## config.mk

```make
export PLATFORM = sky130hd
export DESIGN_NAME = serial_adder
export DESIGN_NICKNAME = d
export VERILOG_FILES = /design/src/rtl/serial_adder.sv
export SDC_FILE = /design/constraint.sdc
export NUM_CORES = 1
export LEC_CHECK = 0
export CAP_MARGIN = 15
export CORE_ASPECT_RATIO = 0.9
export CORE_MARGIN = 2
export CORE_UTILIZATION = 51
export CTS_CLUSTER_SIZE = 30
export DETAILED_ROUTE_END_ITERATION = 10
export PLACE_DENSITY = 0.85
export SETUP_SLACK_MARGIN = 0.2
export SYNTH_ARGS = -nofsm -noshare
export SYNTH_HDL_FRONTEND = slang
export SYNTH_SLANG_ARGS = --single-unit
export TNS_END_PERCENT = 5
```

## constraint.sdc

```tcl
create_clock -name clk -period 2 [get_ports clk]
set_clock_uncertainty 0.2 [all_clocks]
set_input_delay 0.4 -clock clk [delete_from_list [all_inputs] [get_ports clk]]
set_output_delay 0.4 -clock clk [all_outputs]
set_load 0.005 [all_outputs]
```

## src/rtl/serial_adder.sv

```systemverilog
// Bit-serial adder: operands are latched on start, added LSB first one bit per
// cycle, and the registered sum/carry are published with a one-cycle done pulse.
module serial_adder #(
    parameter int WIDTH = 8
) (
    input  logic             clk,
    input  logic             reset_n,
    input  logic             start,
    input  logic [WIDTH-1:0] a,
    input  logic [WIDTH-1:0] b,
    output logic             busy,
    output logic             done,
    output logic [WIDTH-1:0] sum,
    output logic             cy
);

    localparam int CW = $clog2(WIDTH) + 1;
    localparam logic [CW-1:0] LAST_BIT = CW'(WIDTH - 1);

    typedef enum logic [1:0] {
        IDLE = 2'd0,
        ADD  = 2'd1,
        FIN  = 2'd2
    } state_t;

    state_t           state_q, state_d;
    logic [WIDTH-1:0] a_q, a_d;
    logic [WIDTH-1:0] b_q, b_d;
    logic [WIDTH-1:0] res_q, res_d;
    logic [WIDTH-1:0] sum_q, sum_d;
    logic             c_q, c_d;
    logic             cy_q, cy_d;
    logic [CW-1:0]    cnt_q, cnt_d;

    logic             bit_s;
    logic             carry_s;
    logic [WIDTH-1:0] res_shift_s;

    function automatic logic majority(input logic x, input logic y, input logic z);
        return (x & y) | (x & z) | (y & z);
    endfunction

    // Full-adder slice on the operand LSBs; the shift form also covers WIDTH=1
    always_comb begin
        bit_s       = a_q[0] ^ b_q[0] ^ c_q;
        carry_s     = majority(a_q[0], b_q[0], c_q);
        res_shift_s = (WIDTH'(bit_s) << (WIDTH - 1)) | (res_q >> 1);
    end

    // State register and datapath registers with synchronous active-low reset
    always_ff @(posedge clk) begin
        if (!reset_n) begin
            state_q <= IDLE;
            a_q     <= '0;
            b_q     <= '0;
            res_q   <= '0;
            sum_q   <= '0;
            c_q     <= 1'b0;
            cy_q    <= 1'b0;
            cnt_q   <= '0;
        end else begin
            state_q <= state_d;
            a_q     <= a_d;
            b_q     <= b_d;
            res_q   <= res_d;
            sum_q   <= sum_d;
            c_q     <= c_d;
            cy_q    <= cy_d;
            cnt_q   <= cnt_d;
        end
    end

    // Next-state logic
    always_comb begin
        state_d = state_q;
        case (state_q)
            IDLE: begin
                if (start) begin
                    state_d = ADD;
                end else begin
                    state_d = IDLE;
                end
            end
            ADD: begin
                if (cnt_q == LAST_BIT) begin
                    state_d = FIN;
                end else begin
                    state_d = ADD;
                end
            end
            FIN:     state_d = IDLE;
            default: state_d = IDLE;
        endcase
    end

    // Datapath next values; sum/cy only change on the last ADD edge
    always_comb begin
        a_d   = a_q;
        b_d   = b_q;
        res_d = res_q;
        sum_d = sum_q;
        c_d   = c_q;
        cy_d  = cy_q;
        cnt_d = cnt_q;
        case (state_q)
            IDLE: begin
                if (start) begin
                    a_d   = a;
                    b_d   = b;
                    c_d   = 1'b0;
                    cnt_d = '0;
                end else begin
                    cnt_d = cnt_q;
                end
            end
            ADD: begin
                a_d   = a_q >> 1;
                b_d   = b_q >> 1;
                res_d = res_shift_s;
                c_d   = carry_s;
                cnt_d = cnt_q + CW'(1);
                if (cnt_q == LAST_BIT) begin
                    sum_d = res_shift_s;
                    cy_d  = carry_s;
                end else begin
                    sum_d = sum_q;
                end
            end
            FIN:     cnt_d = cnt_q;
            default: cnt_d = cnt_q;
        endcase
    end

    // Output decode from the registered state
    always_comb begin
        busy = 1'b0;
        done = 1'b0;
        case (state_q)
            IDLE:    busy = 1'b0;
            ADD:     busy = 1'b1;
            FIN: begin
                busy = 1'b1;
                done = 1'b1;
            end
            default: busy = 1'b0;
        endcase
        sum = sum_q;
        cy  = cy_q;
    end

endmodule

```

Yosys cells after proc, flatten, opt, wreduce, memory -nomap -nowiden
Cells that the tools add are included.
{"block": "op_classes", "n_eq_ne": 4, "n_bitwise": 8, "muxes": 13, "n_lt_le_gt_ge": 0, "n_div": 0, "multipliers": 0, "add_sub_neg": 1, "shift": 0, "reduce_logical": 5}
{"op": "$pmux W8 S2", "count": 2}
{"op": "$mux W8", "count": 2}
{"op": "$or A8 B7 Y8", "count": 1}
{"op": "$pmux W4 S2", "count": 1}
{"op": "$add A4 B1 Y4 const B", "count": 1}
{"op": "$eq A4 B3 Y1 const B", "count": 1}
{"op": "$mux W1", "count": 4}
{"op": "$mux W4", "count": 1}
{"op": "$pmux W2 S2", "count": 1}
{"op": "$reduce_and A2 Y1", "count": 2}
{"op": "$and A1 B1 Y1", "count": 3}
{"op": "$eq A2 B1 Y1 const B", "count": 1}
{"op": "$eq A2 B2 Y1 const B", "count": 1}
{"op": "$logic_not A2 Y1", "count": 1}
{"op": "$mux W2", "count": 1}
{"op": "$ne A2 B2 Y1 const B", "count": 1}
{"op": "$or A1 B1 Y1", "count": 2}
{"op": "$pmux W1 S2", "count": 1}
{"op": "$reduce_bool A2 Y1", "count": 1}
{"op": "$reduce_or A2 Y1", "count": 1}
{"op": "$xor A1 B1 Y1", "count": 2}
{"block": "word_totals", "reg_bits": 40, "ram_bits": 0, "mem_count": 0, "mem_bits_ro": 0, "inputBits": 19, "wordCells": 39, "latch_bits": 0}

Depth between registers and ports, before layout
{"block": "logic_depth", "word_depth": 4, "ltp_mapped": 7, "depth_no_buf": 5}

Least setup slack after synthesis
No wires, ideal clock.
{"block": "synth_timing", "path_kind": "register to register", "from": "reg state_q[0]", "to": "reg a_q[1]", "setup_ns": 0.124, "arrival_ns": 1.289, "path_stages_with_launch": 8, "required_ns": 1.676, "period_less_slack_ns": 1.613, "n_path_buf": 2, "setup_slack_ns": 0.387, "cell_sequence": "dfxtp_1 inv_1 ha_1 buf_6 mux2_4 buf_6 nor2_1 a211oi_2"}
{"block": "synth_via", "elab_chain_len": 3}
{"element": "start, declared", "line": "26", "text": "state_t state_q, state_d;"}
{"element": "start signal, assigned", "line": "62", "text": "state_q <= state_d;"}
{"element": "$eq A2 B1 Y1 or $logic_not A2 Y1 (tied branches)", "line": "105", "text": "case (state_q)"}
{"element": "$reduce_bool A2 Y1 (no source line) or $ne A2 B2 Y1 (tied branches)"}
{"element": "$reduce_and A2 Y1 (no source line)"}
{"element": "end signal, assigned", "line": "54", "text": "a_q <= '0;"}
{"element": "end signal, assigned", "line": "63", "text": "a_q <= a_d;"}
{"element": "end, declared", "line": "27", "text": "logic [WIDTH-1:0] a_q, a_d;"}
Parallel ways exist; a longest one is shown, timed or not.
A chain may end at the register's enable or synchronous reset.

Final worst setup path
{"block": "layout_timing", "from": "reg state_q[0]", "to": "out busy"}
{"block": "layout_via", "elab_chain_len": 3}
{"element": "$eq A2 B1 Y1 or $eq A2 B2 Y1 (tied branches)", "line": "138", "text": "case (state_q)"}
{"element": "$reduce_or A2 Y1 (no source line) *"}
{"element": "$mux W1 *", "line": "138"}
{"element": "end, declared", "line": "11", "text": "output logic busy,"}
Mark *: on every way between the ends. The rest lies on a longest branch, timed or not.

==> results.ini <==
[floorplanning]
die_area_um2 = 4000
rows = 20
die_w_um = 66.5
die_height_um = 60.2
coreArea_um2 = 3380
pin_count = 30
start_util_pct = 53.0

[synth]
synthCells = 180
synth.yosys.seq_area_share_pct = 43.6
yosysTopAreaCell = dfxtp_1
synth-edff-count = 0
syn_area_um2 = 1790
yosysTopAreaCellShare_pct = 43.6
synth_nets = 204
ys.flop_type = dfxtp_1
synth.most_common_cell = dfxtp_1
ys_async_sr_fraction_pct = 0
synth_area_leaders = dfxtp_1 44%, mux2i_1 12%, a211oi_2 9.8%
synth_cell_type_count = 30
avgSynthCellArea_um2 = 9.95
synthTopCellsByCount = 39 x dfxtp_1, 23 x nor2_1, 22 x mux2i_1, 16 x nand2_1, 14 x a211oi_2
ys_seq_elements = 39
yosys_warnings = 0

[clock_network]
hold_buffers = 0
ctsHtreeMaxLevel = 2
cts_buffers = 5
cts_tree = yes
clk_pin_slew_ns = 0.08
cts_setup_buffers = 0
clk_latency_ns = 0.29
clockBufferDepth = 2
clock_sinks = 39
cts_root_buf = clkbuf_8

[worst_hold_path]
hold_class = reg -> reg
min-delay-start = res_q[6]

[critical_path]
worstSetupPathType = reg -> out
cp-end-kind = primary output
r2r-end = cnt_q[3]
cp-endpoint = busy
worst-path-max-fanout = 2
r2r_cells = 5
startpoint_type = register
required_ns = 1.40
rrSetupSlack_ns = 0.30
worstSetupStartpoint = state_q[0]
worstReg2RegStart = state_q[0]
arrival_ns = 1.20

[drt]
vias_per_cell = 5.29
wl_per_cell_um = 13.1
antenna_left = 0
drc = 0
wirelength_um = 3330
drt_iter0_drc = 63
vias = 1344
routed-wl-met2_um = 1560
wl_met1_um = 1580
maxUsedRoutingLayer = met4
wl_met3_um = 121
first_pass_iters = 4

[power_and_ir_drop]
swShare_pct = 25.5
intPower_w = 0.00125
powerDensity_nw_per_um2 = 761
p_leak_nw = 0.843
switching_power_w = 0.000428
sequentialPowerShare_pct = 49.9
clkPwrFrac_pct = 35.1
pwr-share-comb_pct = 15.1
finalPower_w = 0.00168
irDropWorstVdd_mv = 0.478

[grt]
grtUsageTotal_pct = 17.2
overflow = 0
antenna_found_initial = 0
grt_start_max_net_pins = 31
grt_pass1_wl_um = 5130
grt_pass1_vias = 1135

[final_layout]
stdcell_count = 254
utilization_pct = 65.2
area_growth_pct = 23.1
final_cell_area_um2 = 2200
final_nets = 233
drive_gt1_share_pct = 17.6
nFillCells = 290
antenna_cells = 0

[timing]
fmax_ghz = 0.555
max_slew_margin_pct = 60.7
fin_setup_tns_ns = 0
period_minus_slack_ns = 1.80
finalSetupViolCount = 0
finalHoldViolCount = 0
rsz0062_at_grt = true
tightestPinTransition_ns = 0.588
timing.final.crit_share_pct = 90.1
finalMaxSlewViolations = 0

[run]
cap_violations = 0

[outcome]
status = finished, final reports clean

[place]
place_congestion = 0.689
post_dp_cell_area_um2 = 2080
io_buffers = 29
place_inst = 245
hpwl_um = 2060

## power groups by stage
stage	logic [W]	clock network (W)	registers, W
6_report	0.000253	0.000588	0.000837
3_3_place_gp	0.000239	0	0.000853
4_1_cts	0.000243	0.000597	0.000836
2_1_floorplan	0.000192	0	0.000848
5_1_grt	0.000277	0.000633	0.000843
3_5_place_dp	0.000243	0	0.000854
## cells by family after synthesis
| logic type | after synthesis | share of synthesized area, % |
|---|---|---|
| and+or+nand+nor | 62 | 17.0 |
| muxes | 23 | 13.1 |
| DFF | 39 | 43.6 |
| AOI/OAI and AO/OA | 35 | 16.3 |
| buffers and inverters | 16 | 6.08 |
| adders and majority gates | 5 | 3.91 |
## critical path, cell delays in order, from the launching register on
cell and delay (ns):
dfxtp_2 0.32, inv_1 0.07, ha_2 0.26, dlygate4sd2_1 0.26
## worst min-delay path by stage
stage,end,slack [ns],depth (start not counted)
finish,sum[5],0.27,2
global route,sum[5],0.28,2
CTS,sum[6],0.27,2
detailed placement,sum[7],0.25,2
global placement,sum[0],0.24,2
floorplan,sum[0],0.24,2
## area by class of cell
type | count | area (µm²) | share of cell area (%)
Multi-Input combinational cell | 126 | 921 | 41.8
Timing Repair Buffer | 34 | 329 | 14.9
Inverter | 3 | 11.3 | 0.511
Clock buffer | 7 | 96.3 | 4.37
Sequential cell | 39 | 783 | 35.5
Clock inverter | 1 | 7.51 | 0.341
Tap cell | 44 | 55.1 | 2.50
## what timing repair did
| action | in CTS | in global routing |
|---|---|---|
| cloned | 0 | 1 |
| resized for setup | 4 | 4 |
| endpoints found under the setup margin | 2 | 29 |
## placed cells by master (no fill, tap or decap), drive strengths merged, types with 2 or more instances in the layout
cell           instances
nor2b                  2
clkbuf                 7
nand2                 16
ha                     4
a211oi                14
a21oi                  5
nand3                 12
nand3b                 2
dfxtp                 39
dlygate4sd2            2
nand4b                 2
clkdlybuf4s50         27
buf                    5
and2b                  2
nor2                  23
o22ai                  2
mux2                   2
inv                    3
o21ai                 10
a31oi                  2
mux2i                 22
## through the flow
stage | worst slack (ns) | hold WS, ns
5_1_grt | 0.144 | 0.280
4_1_cts | 0.184 | 0.269
3_3_place_gp | 0.134 | 0.244
3_5_place_dp | 0.104 | 0.250
6_report | 0.199 | 0.266
2_1_floorplan | 0.387 | 0.235
## per-layer routing
layer | track usage [%] | up-vias
met1 | 21.7 | 627
li1 | - | 686
met4 | 8.75 | 0
met3 | 4.52 | 4
met2 | 27.3 | 27
met5 | 0 | -
## sequential cells by signal, summed over array words and instances (netlist names)
register,count
b_q,8
cy,1
c_q,1
state_q,2
res_q,7
sum,8
a_q,8
cnt_q,4
(Power assumes the default switching activity.)
